## config.mk

```make
export PLATFORM = sky130hd
export DESIGN_NAME = prefetch_buffer
export DESIGN_NICKNAME = d
export VERILOG_FILES = /design/src/rtl/prefetch_buffer.sv
export SDC_FILE = /design/constraint.sdc
export NUM_CORES = 1
export LEC_CHECK = 0
export ABC_AREA = 1
export CORE_ASPECT_RATIO = 0.9
export CORE_MARGIN = 10
export CORE_UTILIZATION = 30
export CTS_BUF_LIST = sky130_fd_sc_hd__clkbuf_16
export CTS_CLUSTER_SIZE = 16
export DETAILED_ROUTE_END_ITERATION = 8
export GPL_TIMING_DRIVEN = 1
export PLACE_DENSITY = 0.48
export SLEW_MARGIN = 25
export SYNTH_ARGS = -nofsm -noshare
export SYNTH_HDL_FRONTEND = slang
export SYNTH_SLANG_ARGS = --single-unit
```

## constraint.sdc

```tcl
create_clock -name clk -period 7.7 [get_ports clk]
set_input_delay 2.31 -clock clk [delete_from_list [all_inputs] [get_ports clk]]
set_output_delay 2.31 -clock clk [all_outputs]
set_load 0.01 [all_outputs]
```

## src/rtl/prefetch_buffer.sv

```systemverilog
// Instruction prefetch buffer: issues in-order fetches, tracks outstanding requests,
// discards stale responses after a redirect and queues fetched words for decode.
module prefetch_buffer #(
  parameter int          DEPTH    = 4,
  parameter int          MAX_OUT  = 2,
  parameter logic [63:0] RESET_PC = 64'h0
) (
  input  logic        clk,
  input  logic        rst,
  output logic        req_valid,
  output logic [63:0] req_addr,
  input  logic        req_ready,
  input  logic        resp_valid,
  input  logic [31:0] resp_instr,
  input  logic        PCSrc_E,
  input  logic [63:0] PCTarget_E,
  input  logic        Stall_D,
  output logic        Valid_F,
  output logic [31:0] Instr_F,
  output logic [63:0] PC_F
);

  localparam int PW = $clog2(DEPTH);
  localparam int CW = $clog2(DEPTH + 1);
  localparam int OW = $clog2(MAX_OUT + 1);

  logic [63:0]   fetch_pc_reg, fetch_pc_next;
  logic [PW-1:0] wr_ptr_reg, wr_ptr_next;
  logic [PW-1:0] rd_ptr_reg, rd_ptr_next;
  logic [CW-1:0] fifo_count_reg, fifo_count_next;
  logic [OW-1:0] live_cnt_reg, live_cnt_next;
  logic [OW-1:0] drop_cnt_reg, drop_cnt_next;

  logic [63:0] fifo_pc    [DEPTH];
  logic [31:0] fifo_instr [DEPTH];
  // aq_reg[0] always holds the PC of the oldest live request
  logic [63:0] aq_reg     [MAX_OUT];

  logic accept, resp_live, resp_drop, push, pop;
  int   inflight;

  assign inflight  = int'(live_cnt_reg) + int'(drop_cnt_reg);
  assign req_valid = !rst && !PCSrc_E
                     && (int'(fifo_count_reg) + int'(live_cnt_reg) < DEPTH)
                     && (inflight < MAX_OUT);
  assign req_addr  = fetch_pc_reg;

  assign accept    = req_valid && req_ready;
  assign resp_drop = resp_valid && (drop_cnt_reg != '0);
  // A response with nothing outstanding (e.g. just after reset) is ignored
  assign resp_live = resp_valid && (drop_cnt_reg == '0) && (live_cnt_reg != '0);
  assign push      = resp_live && !PCSrc_E;
  assign pop       = Valid_F && !Stall_D && !PCSrc_E;

  assign Valid_F = (fifo_count_reg != '0);
  assign Instr_F = Valid_F ? fifo_instr[rd_ptr_reg] : 32'h0000_0013;
  assign PC_F    = Valid_F ? fifo_pc[rd_ptr_reg] : 64'h0;

  always_comb begin
    fetch_pc_next   = fetch_pc_reg;
    wr_ptr_next     = wr_ptr_reg;
    rd_ptr_next     = rd_ptr_reg;
    fifo_count_next = fifo_count_reg;
    live_cnt_next   = live_cnt_reg;
    drop_cnt_next   = drop_cnt_reg;
    if (PCSrc_E) begin
      // Everything in flight becomes stale; a response landing now is already consumed
      fetch_pc_next   = PCTarget_E;
      wr_ptr_next     = '0;
      rd_ptr_next     = '0;
      fifo_count_next = '0;
      live_cnt_next   = '0;
      drop_cnt_next   = OW'(inflight - int'(resp_valid && (inflight != 0)));
    end else begin
      if (accept) fetch_pc_next = fetch_pc_reg + 64'd4;
      if (push)   wr_ptr_next   = wr_ptr_reg + PW'(1);
      if (pop)    rd_ptr_next   = rd_ptr_reg + PW'(1);
      case ({push, pop})
        2'b10:   fifo_count_next = fifo_count_reg + CW'(1);
        2'b01:   fifo_count_next = fifo_count_reg - CW'(1);
        default: fifo_count_next = fifo_count_reg;
      endcase
      live_cnt_next = live_cnt_reg + OW'(accept) - OW'(resp_live);
      if (resp_drop) drop_cnt_next = drop_cnt_reg - OW'(1);
    end
  end

  always_ff @(posedge clk or posedge rst) begin
    if (rst) begin
      fetch_pc_reg   <= RESET_PC;
      wr_ptr_reg     <= '0;
      rd_ptr_reg     <= '0;
      fifo_count_reg <= '0;
      live_cnt_reg   <= '0;
      drop_cnt_reg   <= '0;
    end else begin
      fetch_pc_reg   <= fetch_pc_next;
      wr_ptr_reg     <= wr_ptr_next;
      rd_ptr_reg     <= rd_ptr_next;
      fifo_count_reg <= fifo_count_next;
      live_cnt_reg   <= live_cnt_next;
      drop_cnt_reg   <= drop_cnt_next;
    end
  end

  always_ff @(posedge clk) begin
    if (push) begin
      fifo_pc[wr_ptr_reg]    <= aq_reg[0];
      fifo_instr[wr_ptr_reg] <= resp_instr;
    end
  end

  // Shift queue: a live response retires entry 0, an accept appends behind the last live entry
  generate
    for (genvar gi = 0; gi < MAX_OUT; gi++) begin : gen_aq
      logic [63:0] shift_in;
      if (gi < MAX_OUT - 1) begin : g_mid
        assign shift_in = aq_reg[gi+1];
      end else begin : g_last
        assign shift_in = aq_reg[gi];
      end
      always_ff @(posedge clk) begin
        if (resp_live) begin
          if (accept && (int'(live_cnt_reg) - 1 == gi)) aq_reg[gi] <= fetch_pc_reg;
          else                                          aq_reg[gi] <= shift_in;
        end else if (accept && (int'(live_cnt_reg) == gi)) begin
          aq_reg[gi] <= fetch_pc_reg;
        end
      end
    end
  endgenerate

`ifndef SYNTHESIS
  a_no_overflow: assert property (@(posedge clk) disable iff (rst)
    !(push && (fifo_count_reg == CW'(DEPTH))));
`endif

endmodule

```

==> impl_metrics.yaml <==
outcome:
  status: "finished clean"
clocking:
  cts_buffers: 69
  clkTransAtPathRegs_ps: 60
  hold_buffers: 0
  htree_levels: 3
  cts_tree: "built"
  post-cts-setup-buffers: 0
  clock_sinks: 587
  post_cts_resized: 0
  cts_root_buf: "clkbuf_16"
  clk_path_buf_depth: 3
  clock_latency_ps: 600
floorplanning:
  placementRows: 100
  start_util: 0.303
  coreArea_um2: 82800
  ios: 264
  die-area_um2: 95700
  dieHeight_um: 295
  dieWidth_um: 325
global_route:
  antenna_found_initial: 1
  grt_pass1_vias: 17900
  grt_max_degree: 148
  grt_pass1_wl_um: 119000
  grt_overflow_total: 0
  grt_use_total: 0.162
sta:
  slew_headroom: 0.355
  final.setup.tns_ps: 0
  hold_violations: 0
  rsz0062_at_grt: "no"
  tightestPinTransition_ps: 968
  max_freq_ghz: 0.161
  slew_violations: 0
  finClkSkew_ps: 19.7
  period_needed_ps: 6210
  setup_slack_ps: 1490
  post-route-period-util: 0.806
  setup_viol: 0
finish:
  diodes: 0
  most-common-layout-cells: "nor2_1, edfxtp_1, nand2_1, clkdlybuf4s50_1, o21ai_0"
  final_common_cell: "nor2_1"
  multi_input_area_um2: 7010
  seq_area_um2: 17300
  drive_gt1_frac: 0.0622
  largest_reg_flops: 256
  fillers: 8168
  fin_nets: 2731
  stdcell_count: 3791
  synthToLayoutAreaGrowth_pct: 24.0
setup_path:
  reg2reg_from: "live_cnt_reg[0]$_DFF_PP0_"
  crit_top_cell: "nor2_1"
  arrival_ps: 3900
  crit_path_end_kind: "primary output"
  worst-setup-path-type: "flop to primary output"
  critical-path-max-stage-delay_ps: 980
  ff2ff_path_depth: 12
  path_max_fanout: 78
  crit_slowest_cell: "dfrtp_4"
  crit_path_start_kind: "flop"
  required_ps: 5390
  path_buf_inv: 2
  ff2ff_setup_slack_ps: 3450
  reg2reg_to: "aq_reg[0][56]$_DFFE_PP_"
  path_cells: "buf_4, nor2_1, nor2_1, o21ai_0, a21oi_1, clkdlybuf4s50_1"
  cpLargestDelayFamily: "buffers and inverters"
yosys:
  syn_nets: 2481
  yosysTopAreaCell: "edfxtp_1"
  synth_top_area_share: 0.612
  ys_seq_area_frac: 0.687
  ys_warn_count: 0
  synthCells: 2366
  syn_area_per_cell_um2: 10.6
  ys_ff_latch: 587
  yosysUniqueCellTypes: 30
  netlist_area_um2: 25100
  synth_area_leaders: "edfxtp_1, nor2_1, dfrtp_1"
hold_path:
  hold_start: "aq_reg[0][47]$_DFFE_PP_"
  min_path_cells: 0
  hold_class: "flop to flop"
  min_to: "fifo_pc[0][47]$_DFFE_PP_"
placed_design:
  dpl.hpwl_um: 52500
  place_inst: 3667
  dp_slack_ps: 1760
  port_buffers: 263
  routabilityCongestion: 0.899
power:
  p_comb_frac: 0.266
  pwr-share-clk: 0.320
  seq_power_share: 0.414
  p_int_mw: 6.57
  power_mw: 9.69
  swShare: 0.323
  switchingPower_mw: 3.13
  leakagePower_nw: 11.1
  ir_drop_mv: 0.176
  power_per_cell_area_nw_per_um2: 311
drt:
  via_per_inst: 4.67
  routed_wl_um: 79200
  num_vias: 17700
  antenna_left: 0
  dr.pass1.iters: 5
  drt_iter0_drc: 1369
  drc: 0
  wire_per_inst_um: 20.9
run:
  drv_cap: 0
## Yosys cell counts, drive strengths merged
cell,instances
xnor2,3
a21oi,145
o21ai,237
o211ai,10
nor2,588
edfxtp,512
o311ai,3
o221ai,2
xor2,29
dfrtp,75
nand3,91
inv,116
o22ai,1
ha,11
buf,48
clkbuf,63
fa,2
nand2,412
nand4,12
nor3,6
## routing by layer
layer,part of all wire,wire length [um],GRT usage,vias up
met1,0.46,36500,0.221,8577
li1,-,-,-,8550
met2,0.46,36200,0.259,470
met4,0.028,2180,0.0469,0
met5,0,0,0,-
met3,0.054,4290,0.0334,114
## power by group through the flow
stage               registers, mW  logic [mW]  clock network [mW]
floorplan                    3.92        1.27                   0
global placement             4.07        2.63                   0
detailed placement           4.08        2.65                   0
CTS                          4.01        2.66                3.19
global route                 4.04        2.85                3.32
finish                       4.01        2.58                3.10
## final cells by class
| type | count | share of cell area |
|---|---|---|
| sequential | 587 | 0.554 |
| timing repair buffer | 290 | 0.0932 |
| tap | 1122 | 0.0450 |
| multi-input combinational | 1552 | 0.225 |
| inverter | 116 | 0.0144 |
| clock buffer | 71 | 0.0570 |
| clock inverter | 53 | 0.0115 |
## worst max-delay path by stage
stage	slack [ps]	endpoint	cells after the start	start
finish	1490	PC_F[48]	6	rd_ptr_reg[0]$_DFFE_PP0P_
detailed placement	1760	req_valid	5	rst
global route	1160	PC_F[48]	6	rd_ptr_reg[0]$_DFFE_PP0P_
floorplan	140	fifo_instr[0][0]$_DFFE_PP_	5	PCSrc_E
CTS	1360	PC_F[48]	6	rd_ptr_reg[0]$_DFFE_PP0P_
global placement	1750	req_valid	5	rst
## stage by stage
| stage | instance area [um^2] | utilization | hold WS, ps |
|---|---|---|---|
| finish | 31200 | 0.376 | 492 |
| global route | 31200 | 0.376 | 514 |
| CTS | 31200 | 0.376 | 496 |
| detailed placement | 29000 | 0.350 | 483 |
| global placement | 29000 | 0.350 | 472 |
| floorplan | 25100 | - | 459 |
## cell families after synthesis
group | count (synthesis) | synth area share
buffers and inverters | 227 | 0.0372
AND/OR/NAND/NOR | 1109 | 0.173
AO/OA/AOI/OAI | 398 | 0.0850
XOR/XNOR | 32 | 0.0112
adder cells (fa/ha/maj) | 13 | 0.00707
flip-flops | 587 | 0.687
(Power assumes the default switching activity.)
